===== src/rtl/fmdll_pkg.sv =====
// Shared types and default widths for the FMDLL phase detector.
package fmdll_pkg;

  // Phase-detector sequencing: blank while the code settles, gather votes, emit one decision.
  typedef enum logic [1:0] {
    SETTLE  = 2'd0,
    COLLECT = 2'd1,
    DECIDE  = 2'd2
  } pd_state_t;

  // Direction of one majority decision; TIE only occurs with an even window size.
  typedef enum logic [1:0] {
    DIR_UP  = 2'd0,
    DIR_DN  = 2'd1,
    DIR_TIE = 2'd2
  } dir_t;

  localparam int CODE_W_DEF   = 10;
  localparam int M_W_DEF      = 2;
  localparam int N_W_DEF      = 4;
  localparam int VOTE_N_DEF   = 5;
  localparam int SETTLE_N_DEF = 2;
  localparam int LOCK_N_DEF   = 8;

endpackage


===== src/rtl/pd_lock_det.sv =====
// Lock tracker: counts consecutive alternating decisions and drops lock after two repeats in a row.
module pd_lock_det
  import fmdll_pkg::*;
#(
  parameter int LOCK_N = LOCK_N_DEF
) (
  input  logic clk_ext,
  input  logic Reset_PD,
  input  logic dec_valid,
  input  dir_t dec_dir,
  output logic LOCK
);

  localparam int AW = $clog2(LOCK_N + 1);

  logic [AW-1:0] alt_cnt_q, alt_cnt_d;
  dir_t          last_dir_q, last_dir_d;
  logic          have_last_q, have_last_d;
  logic          rep_q, rep_d;
  logic          lock_q, lock_d;
  logic          opposite_s;

  // Next-state for alternation count, repeat flag and lock on each decision.
  always_comb begin
    alt_cnt_d   = alt_cnt_q;
    last_dir_d  = last_dir_q;
    have_last_d = have_last_q;
    rep_d       = rep_q;
    lock_d      = lock_q;
    // A tie is never "opposite", so it always behaves as a repeat.
    opposite_s  = have_last_q && (dec_dir != DIR_TIE) && (last_dir_q != DIR_TIE) &&
                  (dec_dir != last_dir_q);
    if (dec_valid) begin
      last_dir_d  = dec_dir;
      have_last_d = 1'b1;
      if (!have_last_q) begin
        // First decision after reset has nothing to alternate against.
        alt_cnt_d = {AW{1'b0}};
        rep_d     = 1'b0;
      end else if (opposite_s) begin
        rep_d = 1'b0;
        if (alt_cnt_q < AW'(LOCK_N)) begin
          alt_cnt_d = alt_cnt_q + AW'(1);
        end else begin
          alt_cnt_d = alt_cnt_q;
        end
        if (alt_cnt_q >= AW'(LOCK_N - 1)) begin
          lock_d = 1'b1;
        end else begin
          lock_d = lock_q;
        end
      end else begin
        alt_cnt_d = {AW{1'b0}};
        rep_d     = 1'b1;
        if (rep_q) begin
          lock_d = 1'b0;
        end else begin
          lock_d = lock_q;
        end
      end
    end else begin
      rep_d = rep_q;
    end
  end

  // Lock-tracker state registers with synchronous reset.
  always_ff @(posedge clk_ext) begin
    if (Reset_PD) begin
      alt_cnt_q   <= {AW{1'b0}};
      last_dir_q  <= DIR_TIE;
      have_last_q <= 1'b0;
      rep_q       <= 1'b0;
      lock_q      <= 1'b0;
    end else begin
      alt_cnt_q   <= alt_cnt_d;
      last_dir_q  <= last_dir_d;
      have_last_q <= have_last_d;
      rep_q       <= rep_d;
      lock_q      <= lock_d;
    end
  end

  assign LOCK = lock_q;

endmodule


===== src/rtl/pd_vote_lock.sv =====
// FMDLL phase detector: samples clk_out at the (M,1) counter point, majority-votes
// VOTE_N samples into UP/DN pulses, blanks while the delay code settles, tracks lock.
module pd_vote_lock
  import fmdll_pkg::*;
#(
  parameter int CODE_W   = CODE_W_DEF,
  parameter int M_W      = M_W_DEF,
  parameter int N_W      = N_W_DEF,
  parameter int VOTE_N   = VOTE_N_DEF,
  parameter int SETTLE_N = SETTLE_N_DEF,
  parameter int LOCK_N   = LOCK_N_DEF
) (
  input  logic              clk_ext,
  input  logic              Reset_PD,
  input  logic              clk_out,
  input  logic [M_W-1:0]    M_counter,
  input  logic [N_W-1:0]    N_counter,
  input  logic [M_W-1:0]    M,
  input  logic [N_W-1:0]    N,
  input  logic [CODE_W-1:0] Q,
  input  logic [CODE_W-1:0] Q_next,
  output logic              UP,
  output logic              DN,
  output logic              COMP,
  output logic              LOCK,
  output logic              busy
);

  localparam int VW = $clog2(VOTE_N + 1);
  localparam int SW = $clog2(SETTLE_N + 1);
  localparam logic [VW:0] VOTE_N_X = (VW + 1)'(VOTE_N);

  logic          sync1_q, s_out_q, cmp_q, chg_q;
  logic          cmp_evt_s, code_chg_s;
  pd_state_t     state_q, state_d;
  logic [SW-1:0] settle_q, settle_d;
  logic [VW-1:0] samples_q, samples_d, ones_q, ones_d, ones_inc_s;
  logic [VW:0]   twice_s;
  logic          up_q, up_d, dn_q, dn_d, comp_q, comp_d, busy_q;
  logic          dec_valid_s;
  dir_t          dec_dir_s;
  logic          unused_n_s;

  // The (M,N) window-end marker carries no behaviour in this detector.
  assign unused_n_s = ^N;

  // A single equality test already folds the legacy M_counter==1 point into M==1.
  assign cmp_evt_s  = (M_counter == M) && (N_counter == N_W'(1));
  assign code_chg_s = (Q != Q_next);

  // Two-flop synchroniser for clk_out and one-cycle alignment of the compare event.
  always_ff @(posedge clk_ext) begin
    if (Reset_PD) begin
      sync1_q <= 1'b0;
      s_out_q <= 1'b0;
      cmp_q   <= 1'b0;
      chg_q   <= 1'b0;
    end else begin
      sync1_q <= clk_out;
      s_out_q <= sync1_q;
      cmp_q   <= cmp_evt_s;
      chg_q   <= cmp_evt_s & code_chg_s;
    end
  end

  // FSM next state, vote accumulation and decision; the decision is resolved as the
  // final sample lands so the registered pulse is high during the DECIDE cycle.
  always_comb begin
    state_d     = state_q;
    settle_d    = settle_q;
    samples_d   = samples_q;
    ones_d      = ones_q;
    up_d        = 1'b0;
    dn_d        = 1'b0;
    comp_d      = comp_q;
    dec_valid_s = 1'b0;
    dec_dir_s   = DIR_TIE;
    ones_inc_s  = ones_q + VW'(s_out_q);
    twice_s     = {ones_inc_s, 1'b0};
    case (state_q)
      SETTLE: begin
        if (cmp_q) begin
          if (chg_q) begin
            settle_d = SW'(SETTLE_N);
          end else if (settle_q <= SW'(1)) begin
            state_d   = COLLECT;
            settle_d  = {SW{1'b0}};
            samples_d = {VW{1'b0}};
            ones_d    = {VW{1'b0}};
          end else begin
            settle_d = settle_q - SW'(1);
          end
        end else begin
          settle_d = settle_q;
        end
      end
      COLLECT: begin
        if (cmp_q) begin
          if (chg_q) begin
            // Code moved under us: drop this sample and the partial window.
            state_d   = SETTLE;
            settle_d  = SW'(SETTLE_N);
            samples_d = {VW{1'b0}};
            ones_d    = {VW{1'b0}};
          end else if (samples_q == VW'(VOTE_N - 1)) begin
            state_d     = DECIDE;
            samples_d   = samples_q + VW'(1);
            ones_d      = ones_inc_s;
            dec_valid_s = 1'b1;
            if (twice_s > VOTE_N_X) begin
              dn_d      = 1'b1;
              comp_d    = 1'b1;
              dec_dir_s = DIR_DN;
            end else if (twice_s < VOTE_N_X) begin
              up_d      = 1'b1;
              comp_d    = 1'b0;
              dec_dir_s = DIR_UP;
            end else begin
              dec_dir_s = DIR_TIE;
            end
          end else begin
            samples_d = samples_q + VW'(1);
            ones_d    = ones_inc_s;
          end
        end else begin
          samples_d = samples_q;
        end
      end
      DECIDE: begin
        state_d   = COLLECT;
        samples_d = {VW{1'b0}};
        ones_d    = {VW{1'b0}};
      end
      default: begin
        state_d   = SETTLE;
        settle_d  = SW'(SETTLE_N);
        samples_d = {VW{1'b0}};
        ones_d    = {VW{1'b0}};
      end
    endcase
  end

  // FSM, vote counters and registered outputs.
  always_ff @(posedge clk_ext) begin
    if (Reset_PD) begin
      state_q   <= SETTLE;
      settle_q  <= SW'(SETTLE_N);
      samples_q <= {VW{1'b0}};
      ones_q    <= {VW{1'b0}};
      up_q      <= 1'b0;
      dn_q      <= 1'b0;
      comp_q    <= 1'b0;
      busy_q    <= 1'b0;
    end else begin
      state_q   <= state_d;
      settle_q  <= settle_d;
      samples_q <= samples_d;
      ones_q    <= ones_d;
      up_q      <= up_d;
      dn_q      <= dn_d;
      comp_q    <= comp_d;
      busy_q    <= (state_d == SETTLE);
    end
  end

  pd_lock_det #(
    .LOCK_N(LOCK_N)
  ) u_lock (
    .clk_ext  (clk_ext),
    .Reset_PD (Reset_PD),
    .dec_valid(dec_valid_s),
    .dec_dir  (dec_dir_s),
    .LOCK     (LOCK)
  );

  assign UP   = up_q;
  assign DN   = dn_q;
  assign COMP = comp_q;
  assign busy = busy_q;

endmodule


===== config.mk =====
export PLATFORM = sky130hd
export DESIGN_NAME = pd_vote_lock
export DESIGN_NICKNAME = d
export VERILOG_FILES = /design/src/rtl/fmdll_pkg.sv /design/src/rtl/pd_lock_det.sv /design/src/rtl/pd_vote_lock.sv
export SDC_FILE = /design/constraint.sdc
export NUM_CORES = 1
export LEC_CHECK = 0
export ABC_AREA = 1
export CAP_MARGIN = 15
export CORE_UTILIZATION = 40
export CTS_BUF_LIST = sky130_fd_sc_hd__clkbuf_2 sky130_fd_sc_hd__clkbuf_4 sky130_fd_sc_hd__clkbuf_8
export CTS_CLUSTER_SIZE = 40
export DETAILED_ROUTE_END_ITERATION = 10
export GPL_TIMING_DRIVEN = 0
export PLACE_DENSITY_LB_ADDON = 0.1
export SETUP_SLACK_MARGIN = 0.15
export SLEW_MARGIN = 10
export SYNTH_ARGS = -nofsm -noshare
export SYNTH_HDL_FRONTEND = slang
export SYNTH_SLANG_ARGS = --single-unit
export TNS_END_PERCENT = 30

===== constraint.sdc =====
create_clock -name clk_ext -period 1.8 [get_ports clk_ext]
set_input_delay 0.36 -clock clk_ext [delete_from_list [all_inputs] [get_ports clk_ext]]
set_output_delay 0.36 -clock clk_ext [all_outputs]
set_load 0.01 [all_outputs]

==> results of run 1 <==
## worst max-delay path by stage
stage | startpoint | to | cells past startpoint
4_1_cts | ones_q[0] | u_lock.alt_cnt_q[2] | 13
3_5_place_dp | ones_q[0] | u_lock.LOCK | 12
2_1_floorplan | s_out_q | u_lock.alt_cnt_q[2] | 12
6_report | ones_q[0] | u_lock.alt_cnt_q[2] | 13
3_3_place_gp | ones_q[0] | u_lock.LOCK | 12
5_1_grt | ones_q[0] | u_lock.alt_cnt_q[2] | 13
## sequential cells by signal, indices dropped and copies added, names as in the netlist, 2 cells and up
register and count:
samples_q 3, state_q 2, ones_q 3, u_lock.last_dir_q 2, settle_q 2, u_lock.alt_cnt_q 4
## stage by stage
stage,util (%),total power (W)
2_1_floorplan,-,0.000683
3_5_place_dp,54.3,0.000769
4_1_cts,56.7,0.00105
3_3_place_gp,54.3,0.000767
6_report,58.3,0.00103
5_1_grt,58.3,0.00108
## synth_stat cells (all sizes together)
master / n / area [sq um]
dfxtp: 27 / 541
nor3: 3 / 15.0
nand4: 4 / 25.0
inv: 31 / 116
o21bai: 1 / 11.3
xnor2: 7 / 61.3
a221oi: 1 / 8.76
a211oi: 1 / 7.51
o21ai: 4 / 20.0
nand2: 44 / 190
clkinv: 1 / 3.75
nand3: 14 / 87.6
nor2: 31 / 129
clkbuf: 1 / 3.75
o211ai: 3 / 22.5
or2: 3 / 18.8
xor2: 2 / 17.5
o2111ai: 1 / 8.76
nor4: 1 / 6.26
buf: 2 / 15.0
a21oi: 9 / 56.3
ha: 5 / 62.6
a22oi: 2 / 15.0
## power breakdown
group	switching (W)	total (W)	internal [W]	leakage, nW
Combinational	0.0000578	0.000146	0.0000877	0.589
Sequential	0.00000516	0.000611	0.000606	0.220
Clock	0.000189	0.000274	0.0000851	0.0139
## repair_timing
item,CTS,global route
gates resized for setup,8,14
gates cloned,0,0
setup endpoints to repair,6,6
buffers inserted,3,1
pin swaps,2,8
## critical path: cells and delay by family (launching register included)
kind                       cells  cell delay [ns]
DFF                            1             0.37
adders and majority gates      2             0.42
and+or+nand+nor               11             0.76
## area by class of cell
class	instances	area, sq um	area share, %
clock inverters	1	7.51	0.380
multi-input cells	136	835	42.2
repair buffers	38	370	18.7
plain buffers	3	18.8	0.949
clock buffers	3	22.5	1.14
flip-flops and latches	27	546	27.6
well taps	46	57.6	2.91
inverters	32	120	6.08
## cell families after synthesis
kind of cell             share of synthesized area, %
adder cells (fa/ha/maj)                          4.34
XOR/XNOR                                         5.46
AND/OR/NAND/NOR                                  32.7
AO/OA/AOI/OAI                                    10.4
flip-flops                                       37.5
buffers and inverters                            9.63
## layer usage
layer / vias up / wire length, microns / global-route usage (%) / share of wire (%)
met5: - / 0 / 0 / 0
met3: 2 / 104 / 4.76 / 3.6
met1: 579 / 1410 / 21.5 / 49
met4: 0 / 23 / 3.81 / 0.80
li1: 710 / - / - / -
met2: 26 / 1330 / 28.1 / 46
==> key figures, run 1 <==
Clocking
  • CTS root buf: clkbuf_4
  • CTS Hold Bufs: 0
  • Clk_lat worst skew: between 0.3 and 0.4 ns
  • TritonCTS clock tree: done
  • Clock-pin slew on the worst setup and hold paths: 0.16 ns
  • Clk buf depth: 2
  • CTS Buf Count: 3
  • H-tree depth: 1
  • Clock sink count: 27

Floorplan
  • Die height: 62.1 microns
  • Core ar.: roughly 3400 sq um
  • Initial Utilization: 42.6%
  • DIE AREA: 3850 sq um
  • Ports: 40
  • Rows: 21
  • Chip width: slightly above 60 microns

Pwr
  • Static leakage: 0.824 nW
  • Worst VDD drop: between 0.4 and 0.5 mV
  • Pwr dens: about 520 nW/um^2

Place
  • Detailed placement HPWL: between 2000 and 2500 microns
  • Placed Instances: 278
  • DP Area: 1840 sq um
  • GP Congestion: between 0.7 and 0.8
  • Dpl ws: approximately 0.0024 ns
  • Count of input and output buffers: 34

Setup path
  • WP data arrival: ~1.9 ns
  • CP startpoint kind: flip-flop
  • CP max stage delay: between 0.3 and 0.4 ns
  • Worst reg2reg endpoint: u_lock.alt_cnt_q[2]
  • CP required: approximately 2 ns
  • Slowest cell on crit path: dfxtp_2
  • Crit path capture type: flip-flop
  • Critical path class: reg -> reg
  • Top cell by count, worst path: nand2_2
  • Reg2reg start: ones_q[0]
  • Critical path fanouts, max: 4
  • Setup slack, reg-to-reg: 0.16 ns
  • Reg2Reg Depth: 13
  • Crit path cell chain: ha_4 > ha_4 > nand2_2 > nand3_2 > nand2_2 > nand2_2 > nand2_2 > nand2_4 > nand3_4 > nand2_4 > nand2_1 > nand2_1 > nor2_2

Layout
  • Most frequent cells in the layout: 34 x clkdlybuf4s50_1, 32 x nand2_1, 28 x nor2_1
  • Share of cells above drive strength 1: a little under a fifth
  • Commonest non-fill, non-tap cell in the layout: clkdlybuf4s50_1
  • Final instance area: 1980 sq um
  • Nets@finish: between 200 and 300
  • Fillers: approximately 330
  • ANT cells: 0
  • Final std cells w/o fill: 286
  • Area Overhead vs Synth: 37.0%

Route
  • DR WL/cell: about 10 microns
  • DRC errors left: 0
  • DR pass1 iterations: 4
  • Via count: around 1300
  • Detail-routed via count per cell: around 4.6
  • Post-DRT Antenna Nets: 0
  • Iteration-0 DRC Markers: 64
  • Post-Route WL: roughly 2900 microns

STA
  • Final Max Slew Viols: 0
  • Worst-Margin Slew: roughly 0.47 ns
  • Unrepaired setup endpoints after global routing: true
  • Slew HR: between 60% and 70%
  • Min cycle time layout: 1.64 ns
  • Tcrit/Tclk final: slightly above 90%
  • Fin. Hold Viols: 0
  • Final setup viols: 0
  • WHS: between 0.4 and 0.5 ns
  • Final worst clock skew: approximately 0.012 ns
  • Final setup margin: approximately 0.16 ns
  • Setup TNS: 0 ns
  • Fmax: between 0.6 and 0.7 GHz

Yosys
  • Synth Instances: 198
  • Distinct cells, synth: 34
  • Count of state elements after synthesis: 27
  • Post-Syn Area: ~1400 sq um
  • Sequential cell area fraction in the yosys report: 37.5%
  • Avg Cell Area, Syn: about 7.3 sq um
  • Ys Warns: 0
  • Mapped Nets: between 200 and 250

Worst hold path
  • Hold WC Path Type: in -> reg
  • Hold Crit Endpoint: state_q[0]
  • HP Start: Reset_PD
  • WHS Path Cells: 2

GRT
  • Vias in the first global route: roughly 1200
  • Gr usage total: about 17%
  • Total grt overflow: 0
  • Largest net degree at the start of global routing: 17
  • First-pass GRT wire length: about 4800 microns
  • Initial antenna violation count: 0

Run
  • Max cap viols: 0

Outcome
  • Status: completed
(Power assumes the default switching activity.)
==> run 2: changes to the inputs <==
--- a/config.mk
+++ b/config.mk
@@ -14,6 +14,7 @@
 export GPL_TIMING_DRIVEN = 0
 export PLACE_DENSITY_LB_ADDON = 0.1
 export SETUP_SLACK_MARGIN = 0.15
+export SKIP_CTS_REPAIR_TIMING = 1
 export SLEW_MARGIN = 10
 export SYNTH_ARGS = -nofsm -noshare
 export SYNTH_HDL_FRONTEND = slang
==> run 2 against run 1 <==
Routed wire length decreased by 1.5%. Combinational power about the same. Core utilization down 0.30 points. Hold slack improved by 0.00083 ns. Critical path depth unchanged. Critical endpoint unchanged. Power about the same. Critical path type unchanged. Global-route usage is 0.34 points lower. Setup slack got worse by 0.0047 ns. Register-to-register slack hardly changed. Sequential cell count unchanged. Fmax shrank 0.29%. Die area is the same.
==> key figures, run 2 (synthesis results as in run 1) <==
Route
  • Post-Route WL: 2830 microns (-1.5%)
  • DR WL/cell: 9.93 microns (-1.2%)
  • DR pass1 iterations: 4 (unchanged)
  • DRC errors left: 0 (unchanged)
  • Detail-routed via count per cell: 4.53 (-1.6%)
  • Via count: 1291 (-2.0%)
  • Iteration-0 DRC Markers: 44 (-31%)
  • Post-DRT Antenna Nets: 0 (unchanged)

GRT
  • Largest net degree at the start of global routing: 17 (unchanged)
  • Most Used Layer, Global Route: met2
  • Vias in the first global route: 1165 (-1.5%)
  • Met2 Track Usage GR: 27.2% (-0.91 points)
  • M1 GR Usage: 21.3% (-0.25 points)
  • Total grt overflow: 0 (unchanged)
  • Grt met3 use: 4.76% (unchanged)
  • Gr usage total: 16.5% (-0.34 points)
  • First-pass GRT wire length: 4690 microns (-1.9%)
  • Initial antenna violation count: 0 (unchanged)

STA
  • Min cycle time layout: 1.64 ns (+0.00470 ns)
  • Unrepaired setup endpoints after global routing: true
  • Fin. Hold Viols: 0 (unchanged)
  • Fmax: 0.608 GHz (-0.29%)
  • Final setup viols: 0 (unchanged)
  • Tcrit/Tclk final: 91.3% (+0.26 points)
  • Final worst clock skew: 0.0102 ns (-0.00133 ns)
  • Slew HR: 69.1% (+0.22 points)
  • Worst-Margin Slew: 0.463 ns (-0.00328 ns)
  • Final Max Slew Viols: 0 (unchanged)

Outcome
  • Status: completed

Clocking
  • CTS root buf: clkbuf_4
  • Clock sink count: 27 (unchanged)
  • Clock-pin slew on the worst setup and hold paths: 0.16 ns (about the same)
  • Clk_lat worst skew: 0.33 ns (about the same)
  • CTS Buf Count: 3 (unchanged)
  • H-tree depth: 1 (unchanged)
  • Clk buf depth: 2 (unchanged)
  • TritonCTS clock tree: done

Floorplan
  • Ports: 40 (unchanged)
  • Die height: 62.1 microns (unchanged)
  • Initial Utilization: 42.6% (unchanged)
  • DIE AREA: 3850 sq um (unchanged)
  • Chip width: 62.1 microns (unchanged)
  • Core ar.: 3390 sq um (unchanged)
  • Rows: 21 (unchanged)

Layout
  • ANT cells: 0 (unchanged)
  • Share of cells above drive strength 1: 17.6% (-0.76 points)
  • Fillers: 330 (+0.30%)
  • Commonest non-fill, non-tap cell in the layout: clkdlybuf4s50_1
  • Biggest register: u_lock.alt_cnt_q
  • Final instance area: 1970 sq um (-0.51%)
  • Nets@finish: 280 (-0.36%)
  • Area Overhead vs Synth: 36.3%
  • Largest regs: u_lock.alt_cnt_q x4, ones_q x3, samples_q x3
  • Most frequent cells in the layout: 34 x clkdlybuf4s50_1, 33 x nand2_1, 28 x nor2_1
  • Max FFs per register: 4 (unchanged)

Setup path
  • CP startpoint kind: flip-flop
  • Critical path fanouts, max: 4 (unchanged)
  • CP required: 2.04 ns (about the same)
  • Critical path class: reg -> reg
  • WP data arrival: 1.88 ns (about the same)
  • Crit path capture type: flip-flop

Place
  • Count of input and output buffers: 34 (unchanged)
  • Detailed placement HPWL: 2200 microns (unchanged)
  • DP Area: 1840 sq um (unchanged)
  • GP Congestion: 0.722 (unchanged)

Pwr
  • Design Power: 0.00103 W (about the same)
  • Pwr dens: 524 nW/um^2 (+0.41%)
  • Static leakage: 0.818 nW (-0.67%)
  • Worst VDD drop: 0.470 mV (-0.15%)

Run
  • Max cap viols: 0 (unchanged)

Worst hold path
  • Hold WC Path Type: in -> reg
run 2: final timing paths:
check	start	to	slack, ns	depth (start not counted)
worst max register to register	ones_q[0]	u_lock.alt_cnt_q[2]	0.16	13
worst max-delay path	ones_q[0]	u_lock.alt_cnt_q[2]	0.16	13
worst min-delay path	Reset_PD	state_q[0]	0.42	2
worst min register to register	sync1_q	s_out_q	0.43	2
run 2: area by class of cell:
cell class	count	area (sq um)	area share [%]
Multi-Input combinational cell	136	832	42.3
Sequential cell	27	546	27.7
Timing Repair Buffer	37	363	18.4
Inverter	32	120	6.11
Tap cell	46	57.6	2.93
Clock buffer	3	22.5	1.15
Buffer	3	18.8	0.954
Clock inverter	1	7.51	0.382
run 2: layer usage:
layer	routed length [microns]	vias to the layer above
met1	1410	560
met5	0	-
li1	-	707
met3	99	2
met4	23	0
met2	1300	22
run 2: critical path, cell delays in order (launching register included):
cell,delay [ns]
dfxtp_2,0.37
ha_4,0.16
ha_4,0.26
nand2_2,0.05
nand3_2,0.09
nand2_2,0.06
nand2_2,0.06
nand2_2,0.06
nand2_4,0.10
nand3_4,0.09
nand2_4,0.09
nand2_1,0.05
nand2_1,0.06
nor2_2,0.04
run 2: stage by stage:
stage               TNS [ns]  setup WS, ns  util [%]  std cells  hold WS (ns)
floorplan                  0         0.188         -        198         0.388
global placement           0        0.0292      54.3        278         0.402
detailed placement         0       0.00241      54.3        278         0.409
CTS                  -0.0222       -0.0198      55.2        282         0.431
global route               0        0.0787      58.0        285         0.448
finish                     0         0.156      58.0        285         0.422
run 2: power breakdown:
| group | total [W] | internal, W | switching (W) |
|---|---|---|---|
| Sequential | 0.000611 | 0.000606 | 0.00000517 |
| Clock | 0.000273 | 0.0000851 | 0.000188 |
| Combinational | 0.000146 | 0.0000877 | 0.0000579 |
==> run 3: changes to the inputs <==
--- a/config.mk
+++ b/config.mk
@@ -7,7 +7,7 @@
 export LEC_CHECK = 0
 export ABC_AREA = 1
 export CAP_MARGIN = 15
-export CORE_UTILIZATION = 40
+export CORE_UTILIZATION = 49
 export CTS_BUF_LIST = sky130_fd_sc_hd__clkbuf_2 sky130_fd_sc_hd__clkbuf_4 sky130_fd_sc_hd__clkbuf_8
 export CTS_CLUSTER_SIZE = 40
 export DETAILED_ROUTE_END_ITERATION = 10
@@ -15,7 +15,6 @@
 export PLACE_DENSITY_LB_ADDON = 0.1
 export SETUP_SLACK_MARGIN = 0.15
 export SKIP_CTS_REPAIR_TIMING = 1
-export SLEW_MARGIN = 10
 export SYNTH_ARGS = -nofsm -noshare
 export SYNTH_HDL_FRONTEND = slang
 export SYNTH_SLANG_ARGS = --single-unit
==> run 3 against run 2 <==
Routed wire length up 12%. Hold slack got worse by 0.0065 ns. Clock-buffer cell count unchanged. Final cell count is 4.9% lower. Sequential power hardly changed. Core utilization up 13 points. Global-route usage up 4.6 points. Register-to-register slack lost 0.03 ns. Sequential share of layout area down 0.31 points. Setup slack worse by 0.027 ns. Clock skew increased by 0.0033 ns. Largest power group unchanged. Highest routed layer unchanged.
==> key figures, run 3 (synthesis results as in run 1) <==
Clocking
  • Clk_lat worst skew: 0.33 ns (about the same)
  • H-tree depth: 1 (unchanged)
  • Clk buf depth: 2 (unchanged)
  • Clock-pin slew on the worst setup and hold paths: 0.15 ns (about the same)
  • CTS Buf Count: 3 (unchanged)
  • TritonCTS clock tree: done
  • Clock sink count: 27 (unchanged)
  • CTS root buf: clkbuf_4

STA
  • Fin. Hold Viols: 0 (unchanged)
  • Final Max Slew Viols: 0 (unchanged)
  • Unrepaired setup endpoints after global routing: true
  • Final worst clock skew: 0.0135 ns (+0.00325 ns)
  • Final setup margin: 0.129 ns (-0.0271 ns)
  • Worst-Margin Slew: 0.462 ns (-0.00126 ns)
  • Final setup viols: 0 (unchanged)
  • Min cycle time layout: 1.67 ns (+0.0271 ns)
  • Tcrit/Tclk final: 92.8% (+1.5 points)
  • Slew HR: 69.2% (+0.084 points)
  • WHS: 0.416 ns (-0.00647 ns)
  • Fmax: 0.598 GHz (-1.6%)

Setup path
  • Slowest cell on crit path: dfxtp_2
  • Critical path fanouts, max: 4 (unchanged)
  • CP startpoint: samples_q[1]
  • Critical path class: reg -> reg
  • CP required: 2.04 ns (about the same)
  • Reg2reg start: samples_q[1]
  • Reg2Reg Depth: 11 (-2)
  • Top delay family on crit path: simple AND/OR/NAND/NOR gates
  • Crit path cell chain: inv_2 > ha_4 > nand3_4 > nor2_4 > nand2_1 > a21oi_4 > nand3_4 > nand2_4 > nand2_2 > nand2_2 > nor2_2
  • End of the critical path: u_lock.alt_cnt_q[2]
  • Setup slack, reg-to-reg: 0.13 ns (-0.03 ns)
  • Worst reg2reg endpoint: u_lock.alt_cnt_q[2]
  • CP max stage delay: 0.36 ns (about the same)
  • Crit. path cell count: 11 (-2)
  • CP startpoint kind: flip-flop
  • WP data arrival: 1.91 ns (+0.03 ns)
  • Worst path bufs/invs: 1 (+1)
  • Crit path capture type: flip-flop

Route
  • Post-Route WL: 3160 microns (+12%)
  • DR WL/cell: 11.7 microns (+18%)
  • DR pass1 iterations: 4 (unchanged)
  • DRC errors left: 0 (unchanged)
  • Detail-routed via count per cell: 5.13 (+13%)
  • Post-DRT Antenna Nets: 0 (unchanged)
  • Iteration-0 DRC Markers: 37 (-16%)
  • Via count: 1390 (+7.7%)

GRT
  • Vias in the first global route: 1304 (+12%)
  • First-pass GRT wire length: 5310 microns (+13%)
  • Total grt overflow: 0 (unchanged)
  • Initial antenna violation count: 0 (unchanged)
  • Gr usage total: 21.1% (+4.6 points)
  • Largest net degree at the start of global routing: 16 (-1)

Layout
  • Most frequent cells in the layout: 34 x clkdlybuf4s50_1, 30 x nand2_1, 28 x nor2_1
  • Biggest register: u_lock.alt_cnt_q
  • ANT cells: 0 (unchanged)
  • Share of cells above drive strength 1: 19.2% (+1.6 points)
  • Commonest non-fill, non-tap cell in the layout: clkdlybuf4s50_1
  • Max FFs per register: 4 (unchanged)
  • Nets@finish: 281 (+0.36%)
  • Largest regs: u_lock.alt_cnt_q x4, ones_q x3, samples_q x3
  • Area occupied by multi-input gates: 865 sq um (+3.9%)
  • Storage element area: 546 sq um (unchanged)
  • Area Overhead vs Synth: 37.9%
  • Fillers: 218 (-34%)

Pwr
  • Net load switching power: 0.000248 W (-1.1%)
  • Worst VDD drop: 0.492 mV (+4.6%)
  • Clock Power Share: 26.0% (-0.5 points)
  • Net Sw Frac: 24.2% (-0.17 points)
  • Combinational power share: 14.4% (+0.3 points)
  • Internal power: 0.000778 W (-0.14%)
  • Flop pwr share: 59.6% (+0.2 points)
  • Pwr dens: 516 nW/um^2 (-1.5%)
  • Static leakage: 0.860 nW (+5.0%)

Floorplan
  • Core ar.: 2780 sq um (-18%)
  • Chip width: 56.3 microns (-9.3%)
  • Initial Utilization: 51.9% (+9.3 points)
  • Rows: 19 (-9.5%)
  • Ports: 40 (unchanged)
  • DIE AREA: 3170 sq um (-18%)
  • Die height: 56.3 microns (-9.3%)

Run
  • Max cap viols: 0 (unchanged)

Worst hold path
  • Hold WC Path Type: reg -> reg

Place
  • Dpl ws: 0.0409 ns (+0.0385 ns)
  • GP Congestion: 0.827 (+15%)
  • Detailed placement HPWL: 2330 microns (+6.1%)
  • Count of input and output buffers: 34 (unchanged)

Outcome
  • Status: completed
run 3: power groups by stage:
stage                     Clock (W)  Combinational [W]  Sequential [W]
after detailed placement          0           0.000145        0.000624
final                      0.000267           0.000148        0.000611
after floorplan                   0          0.0000582        0.000624
after global placement            0           0.000141        0.000623
after CTS                  0.000272           0.000145        0.000611
after global routing       0.000291           0.000165        0.000613
run 3: worst register-to-register path, delay by kind of cell, from the launching register on:
kind	cells	cell delay (ns)
buf+inv	1	0.08
compound gates	1	0.23
simple gates	8	0.76
fa+ha+maj	1	0.16
flops	1	0.36
run 3: per-stage QoR:
stage / utilization (%) / cells / instance area [sq um] / setup TNS [ns] / power (W)
6_report: 71.5 / 271 / 1990 / 0 / 0.00103
5_1_grt: 71.5 / 271 / 1990 / 0 / 0.00107
4_1_cts: 66.5 / 267 / 1850 / -0.00868 / 0.00103
3_5_place_dp: 65.5 / 263 / 1820 / 0 / 0.000769
3_3_place_gp: 65.5 / 263 / 1820 / 0 / 0.000764
2_1_floorplan: - / 198 / 1440 / 0 / 0.000683
run 3: worst min path at each step:
stage / end / from / depth (start not counted) / slack (ns)
floorplan: s_out_q / sync1_q / 2 / 0.39
global placement: s_out_q / sync1_q / 2 / 0.40
detailed placement: s_out_q / sync1_q / 2 / 0.41
CTS: s_out_q / sync1_q / 2 / 0.43
global route: settle_q[0] / Reset_PD / 2 / 0.44
finish: s_out_q / sync1_q / 2 / 0.42
run 3: metal layers:
layer	vias up	GRT usage, %	share of wire, %
met4	0	8.36	1.3
met3	9	4.61	3.9
met2	44	39.5	55
li1	715	-	-
met1	622	23.0	40
met5	-	0	0
run 3: layout make-up:
cell class	instances	area share, %
plain buffers	3	0.943
clock buffers	3	1.13
clock inverters	1	0.252
inverters	32	6.04
multi-input cells	136	43.5
flip-flops and latches	27	27.4
well taps	31	1.95
repair buffers	38	18.8
